### src/rtl/tpu_pkg.sv
// Shared constants and the per-lane delay rule for the systolic-edge skew/deskew banks.
package tpu_pkg;

  localparam int DEFAULT_WIDTH = 8;
  localparam int SKEW_MODE     = 0;
  localparam int DESKEW_MODE   = 1;

  // Number of register stages on lane k of an n-lane bank.
  function automatic int skew_depth(input int k, input int n, input int reverse);
    return (reverse != SKEW_MODE) ? (n - k) : (k + 1);
  endfunction

endpackage

### src/rtl/skew_reg_bank_if.sv
// Lane-vector bus of the skew register bank: control and input words in, delayed words out.
interface skew_reg_bank_if
  import tpu_pkg::*;
#(
  parameter int WIDTH  = DEFAULT_WIDTH,
  parameter int NUM_CH = 4
);
  logic                    en;
  logic                    clear;
  logic [NUM_CH-1:0]       valid_in;
  logic [NUM_CH*WIDTH-1:0] d;
  logic [NUM_CH-1:0]       valid_out;
  logic [NUM_CH*WIDTH-1:0] q;

  modport master (output en, output clear, output valid_in, output d,
                  input valid_out, input q);
  modport slave  (input en, input clear, input valid_in, input d,
                  output valid_out, output q);
endinterface

### src/rtl/dff_w.sv
// WIDTH-bit register with async active-low reset, synchronous clear and load enable.
module dff_w
  import tpu_pkg::*;
#(
  parameter int WIDTH = DEFAULT_WIDTH
) (
  input  logic             clk,
  input  logic             reset,
  input  logic             en,
  input  logic             clear,
  input  logic [WIDTH-1:0] d,
  output logic [WIDTH-1:0] q
);

  // clear wins over en so a flush never lets a new word slip in
  always_ff @(posedge clk or negedge reset) begin
    if (!reset) begin
      q <= '0;
    end else if (clear) begin
      q <= '0;
    end else if (en) begin
      q <= d;
    end
  end

endmodule

### src/rtl/skew_reg_bank.sv
// Triangular per-lane delay bank (skew when REVERSE=0, deskew when REVERSE=1).
// Optional macro SKEW_ZERO_INVALID_EN zeroes q on lanes whose valid_out is low.
module skew_reg_bank
  import tpu_pkg::*;
#(
  parameter int WIDTH   = DEFAULT_WIDTH,
  parameter int NUM_CH  = 4,
  parameter int REVERSE = SKEW_MODE
) (
  input logic           clk,
  input logic           reset,
  skew_reg_bank_if.slave bus
);

  logic [NUM_CH-1:0][WIDTH-1:0] qLanes;
  logic [NUM_CH-1:0]            validLanes;

  for (genvar k = 0; k < NUM_CH; k++) begin : gLane
    localparam int DEPTH = skew_depth(k, NUM_CH, REVERSE);

    logic [WIDTH-1:0] dataStage [DEPTH];
    logic [DEPTH-1:0] validStage;

    // Each stage loads its predecessor; stage 0 loads the lane's input word.
    for (genvar s = 0; s < DEPTH; s++) begin : gStage
      logic [WIDTH-1:0] dataPrev;
      logic             validPrev;

      if (s == 0) begin : gHead
        assign dataPrev  = bus.d[k*WIDTH +: WIDTH];
        assign validPrev = bus.valid_in[k];
      end else begin : gBody
        assign dataPrev  = dataStage[s-1];
        assign validPrev = validStage[s-1];
      end

      dff_w #(.WIDTH(WIDTH)) uData (
        .clk   (clk),
        .reset (reset),
        .en    (bus.en),
        .clear (bus.clear),
        .d     (dataPrev),
        .q     (dataStage[s])
      );

      dff_w #(.WIDTH(1)) uValid (
        .clk   (clk),
        .reset (reset),
        .en    (bus.en),
        .clear (bus.clear),
        .d     (validPrev),
        .q     (validStage[s])
      );
    end

    assign validLanes[k] = validStage[DEPTH-1];
`ifdef SKEW_ZERO_INVALID_EN
    assign qLanes[k] = validStage[DEPTH-1] ? dataStage[DEPTH-1] : '0;
`else
    assign qLanes[k] = dataStage[DEPTH-1];
`endif
  end

  assign bus.q         = qLanes;
  assign bus.valid_out = validLanes;

endmodule
### src/flat_wrapper.sv
// flat-port wrapper written by rule: the top's interface ports become plain ports
module skew_reg_bank_flat import tpu_pkg::*;
#(
  parameter int WIDTH   = DEFAULT_WIDTH,
  parameter int NUM_CH  = 4,
  parameter int REVERSE = SKEW_MODE
)
  (clk, reset, bus_en, bus_clear, bus_valid_in, bus_d, bus_valid_out, bus_q);
  skew_reg_bank_if #(.WIDTH(WIDTH), .NUM_CH(NUM_CH)) bus_i ();
  input logic clk;
  input logic reset;
  input wire logic [$bits(bus_i.en)-1:0] bus_en;
  input wire logic [$bits(bus_i.clear)-1:0] bus_clear;
  input wire logic [$bits(bus_i.valid_in)-1:0] bus_valid_in;
  input wire logic [$bits(bus_i.d)-1:0] bus_d;
  output wire logic [$bits(bus_i.valid_out)-1:0] bus_valid_out;
  output wire logic [$bits(bus_i.q)-1:0] bus_q;
  assign bus_i.en = bus_en;
  assign bus_i.clear = bus_clear;
  assign bus_i.valid_in = bus_valid_in;
  assign bus_i.d = bus_d;
  assign bus_valid_out = bus_i.valid_out;
  assign bus_q = bus_i.q;
  skew_reg_bank #(.WIDTH(WIDTH), .NUM_CH(NUM_CH), .REVERSE(REVERSE)) u_core (.clk(clk), .reset(reset), .bus(bus_i));
endmodule
### config.mk
export PLATFORM = sky130hd
export DESIGN_NAME = skew_reg_bank_flat
export DESIGN_NICKNAME = d
export VERILOG_FILES = /design/src/rtl/tpu_pkg.sv /design/src/rtl/skew_reg_bank_if.sv /design/src/rtl/dff_w.sv /design/src/rtl/skew_reg_bank.sv /design/src/flat_wrapper.sv
export SDC_FILE = /design/constraint.sdc
export NUM_CORES = 1
export LEC_CHECK = 0
export BUFFER_PORTS_ARGS = -buffer_cell sky130_fd_sc_hd__buf_2
export CAP_MARGIN = 20
export CORE_MARGIN = 2
export CORE_UTILIZATION = 51
export CTS_BUF_LIST = sky130_fd_sc_hd__clkbuf_8
export DETAILED_ROUTE_END_ITERATION = 10
export HOLD_SLACK_MARGIN = 0.02
export MAX_ROUTING_LAYER = met4
export PLACE_DENSITY = 0.83
export REMOVE_ABC_BUFFERS = 1
export SLEW_MARGIN = 40
export SYNTH_ARGS = -nofsm -noshare
export SYNTH_HDL_FRONTEND = slang
export SYNTH_SLANG_ARGS = --single-unit
### constraint.sdc
create_clock -name clk -period 0.8 [get_ports clk]
set_input_delay 0.04 -clock clk [delete_from_list [all_inputs] [get_ports clk]]
set_output_delay 0.04 -clock clk [all_outputs]
set_load 0.01 [all_outputs]
==> results.rst <==
.. list-table::
   :header-rows: 1

   * - Metric
     - Value
   * - Mapped cell area
     - 3706 um^2
   * - Total of flip-flops plus latches after synthesis
     - 90
   * - Worst hold margin
     - approximately 89 ps
   * - Clock Latency Late Sink
     - 350 ps
   * - Clock tree from TritonCTS
     - built
   * - Maximum number of pins on one net before global-route repair
     - 51
   * - Maximum frequency from static timing analysis
     - 1065 MHz
   * - CP Capture Type
     - output port
   * - Number of slew-limit violations in the final report
     - 0
   * - Cell-internal power
     - approximately 6.5 mW
   * - Number of buffers inserted during clock tree synthesis
     - 9
   * - Congestion Overflow GR
     - 0
   * - Detailed-route via count
     - 2528
   * - Worst Path Max Fanout
     - 2
   * - Final Routed Wirelength
     - between 7000 and 8000 um
   * - Static power due to leakage
     - 2.717 nW
   * - Worst slew margin relative to its limit
     - 83.68%
   * - Number of I/O pins
     - 76
   * - Fraction of layout instances using a drive strength above 1
     - about 29%
   * - Maximum level of the CTS H-tree
     - 3
   * - Effective utilization at floorplan
     - between 50% and 60%
   * - Synth unique cells
     - 9
   * - Buffers & Inverters on Critical Path
     - 1
   * - Cell count after synthesis
     - 294
   * - Clock sink count
     - 90
   * - Failing checks
     - negative setup slack
   * - Reg-to-Reg End
     - u_core.gLane[0].gStage[0].uData.q[4]
   * - Worst-Margin Slew
     - 244.8 ps
   * - Critical path's slowest cell
     - dfrtp_1
   * - Chip Height
     - ~89 um
   * - Pre-CTS worst setup slack
     - -77.93 ps
   * - Worst clock skew
     - 9.102 ps
   * - Antenna violations before repair
     - 0
   * - Slack of the critical path
     - -138.6 ps
   * - Data arrival, critical path
     - 900 ps
   * - Yosys Warn Count
     - 0
   * - Area of the die
     - 7965 um^2
   * - Net total in the final layout
     - 468
   * - Count of antenna-violating nets left after detailed routing
     - 0
   * - Outcome
     - finished, violations left
   * - Critical Path, Cell by Cell
     - buf_6
   * - Net switching fraction of the power
     - between 20% and 30%
   * - Count of TritonRoute iterations in the first routing pass
     - 4
   * - Cell type group with the largest total delay on the critical path
     - flip-flops
   * - Comb power frac
     - 12.4%
   * - WL per Instance
     - 13.63 um
   * - CP max stage delay
     - 410 ps
   * - Vias/cell
     - 4.761
   * - Placer congestion estimate
     - 0.7063
   * - Global-route wire length before repair
     - 11450 um
   * - Final cycle utilization of the critical path
     - 117.3%
   * - Overall Global Routing Usage
     - between 10% and 20%
   * - Die extent in x
     - 89.25 um
   * - Number of global-route vias before repair
     - 2468
   * - Sequential fraction of design power
     - between 50% and 60%
   * - Buffer cell driving the clock tree root
     - clkbuf_8
   * - Standard cell core area
     - 7137 um^2
   * - RSZ-0062 raised after global routing
     - true
   * - Fraction of the yosys area taken by sequential cells
     - 60.77%
   * - Number of placement rows
     - 31
   * - Post-layout util
     - between 60% and 70%
   * - Crit Path Class
     - register to output port
   * - Mapped Avg Cell Area
     - 12.61 um^2
   * - Port buffer count
     - 75
   * - Critical Path Source Type
     - register
   * - Setup Total Neg Slack
     - -4404 ps
   * - Area growth syn-to-layout
     - 33.63%
   * - Power share of the clock group
     - 31.5%
   * - Number of diodes added for antenna fixing
     - 0
   * - Register-to-Register Setup Slack
     - -110 ps
   * - Power density of the placed cells
     - between 1500 and 2000 nW/um^2
   * - Required time of the critical path
     - 760 ps
   * - Max VDD drop
     - between 1 and 1.5 mV
   * - Number of design rule violations left after detail routing
     - 0
   * - Power dissipated by switching net loads
     - 2.032 mW
   * - Shortest clock period the worst path allows after layout
     - 938.6 ps
   * - Path class of the lowest-slack min-delay path
     - primary input to async pin
   * - Max Cap Viol
     - 0
   * - Setup violators final
     - 48
   * - Number of cells on the worst reg-to-reg path
     - 3
   * - Post-detail-place hpwl
     - 4310 um
   * - Final hold violation count
     - 0
   * - Buffer levels on the longest clock path
     - 2
   * - Count of routing violations after the opening detailed-route iteration
     - 102
   * - RR Startpoint
     - u_core.gLane[0].gStage[0].uData.q[4]
   * - Clk slew on worst S/H paths
     - 90 ps
## metal layers
| layer | track usage [%] | vias to the layer above | routed length, um | part of all wire, % |
|---|---|---|---|---|
| met2 | 31.85 | 54 | 3857 | 53 |
| met3 | 3.509 | 12 | 245 | 3.4 |
| met4 | 8.277 | 0 | 142 | 2.0 |
| met5 | - | - | 0 | 0 |
| met1 | 24.36 | 1229 | 2995 | 41 |
| li1 | - | 1233 | - | - |
## synthesized netlist by cell type
cell      number  area (um^2)
mux2i_1       90        900.9
buf_6          1        11.26
dfrtp_1       90         2252
buf_1          3        11.26
buf_4          4        30.03
nor2_1        90        337.8
buf_8          9        135.1
clkbuf_2       1        5.000
clkbuf_1       6        22.52
## per-stage QoR
stage | instance area, um^2 | power [mW] | cells
6_report | 4952 | 8.560 | 531
3_3_place_gp | 4185 | 5.714 | 456
3_5_place_dp | 4185 | 5.757 | 456
4_1_cts | 4817 | 8.623 | 520
5_1_grt | 4952 | 8.960 | 531
2_1_floorplan | 3491 | 5.183 | 270
## logic make-up (layout without fill, tap and decap cells)
kind of cell	count (synthesis)	count (layout)	synth area share, %
buffers and inverters	24	162	5.807
DFF	90	90	60.77
muxes	90	90	24.31
and+or+nand+nor	90	90	9.115
## state kept, by name (all words and copies together), names as in the netlist
name	count
u_core.gLane.gStage.uData.q	80
u_core.gLane.gStage.uValid.q	10
## how the worst max path moves through the flow
| stage | to | startpoint | cells past startpoint | slack, ps |
|---|---|---|---|---|
| after global placement | u_core.gLane[3].gStage[0].uData.q[1] | bus_en | 4 | -20 |
| after global routing | bus_q[30] | u_core.gLane[3].gStage[3].uData.q[6] | 1 | -170 |
| after floorplan | u_core.gLane[0].gStage[0].uData.q[0] | u_core.gLane[0].gStage[0].uData.q[0] | 2 | 130 |
| after CTS | bus_q[30] | u_core.gLane[3].gStage[3].uData.q[6] | 1 | -140 |
| after detailed placement | u_core.gLane[2].gStage[2].uData.q[4] | bus_en | 4 | -80 |
| final | bus_q[4] | u_core.gLane[0].gStage[0].uData.q[4] | 1 | -140 |
## power groups by stage
| stage | sequential, mW | clock (mW) | combinational (mW) |
|---|---|---|---|
| global route | 4.82 | 2.97 | 1.17 |
| global placement | 4.88 | 0 | 0.839 |
| CTS | 4.79 | 2.80 | 1.03 |
| detailed placement | 4.89 | 0 | 0.871 |
| floorplan | 4.89 | 0 | 0.289 |
| finish | 4.80 | 2.70 | 1.06 |
## repair_timing
| item | CTS | global route |
|---|---|---|
| pin swaps | 0 | 5 |
| buffers inserted | 12 | 11 |
| setup endpoints to repair | 36 | 48 |
| resized for setup | 0 | 10 |
| hold endpoints to repair | 126 | 0 |
| hold buffers | 37 | 0 |
## cells in the final DEF, fill, tap and decap left out, drive strengths merged
master         n
buf          110
clkbuf        11
clkinv         1
clkinvlp       1
dfrtp         90
dlygate4sd3   37
inv            2
mux2i         90
nor2          90
## cell type report
class	instances	area, um^2
sequential	90	2252
fill	548	2185
multi-input combinational	180	1242
timing repair buffer	147	1162
clock buffer	11	151.4
tap	99	123.9
clock inverter	4	20.02
Power figures use the tool's default switching activity.
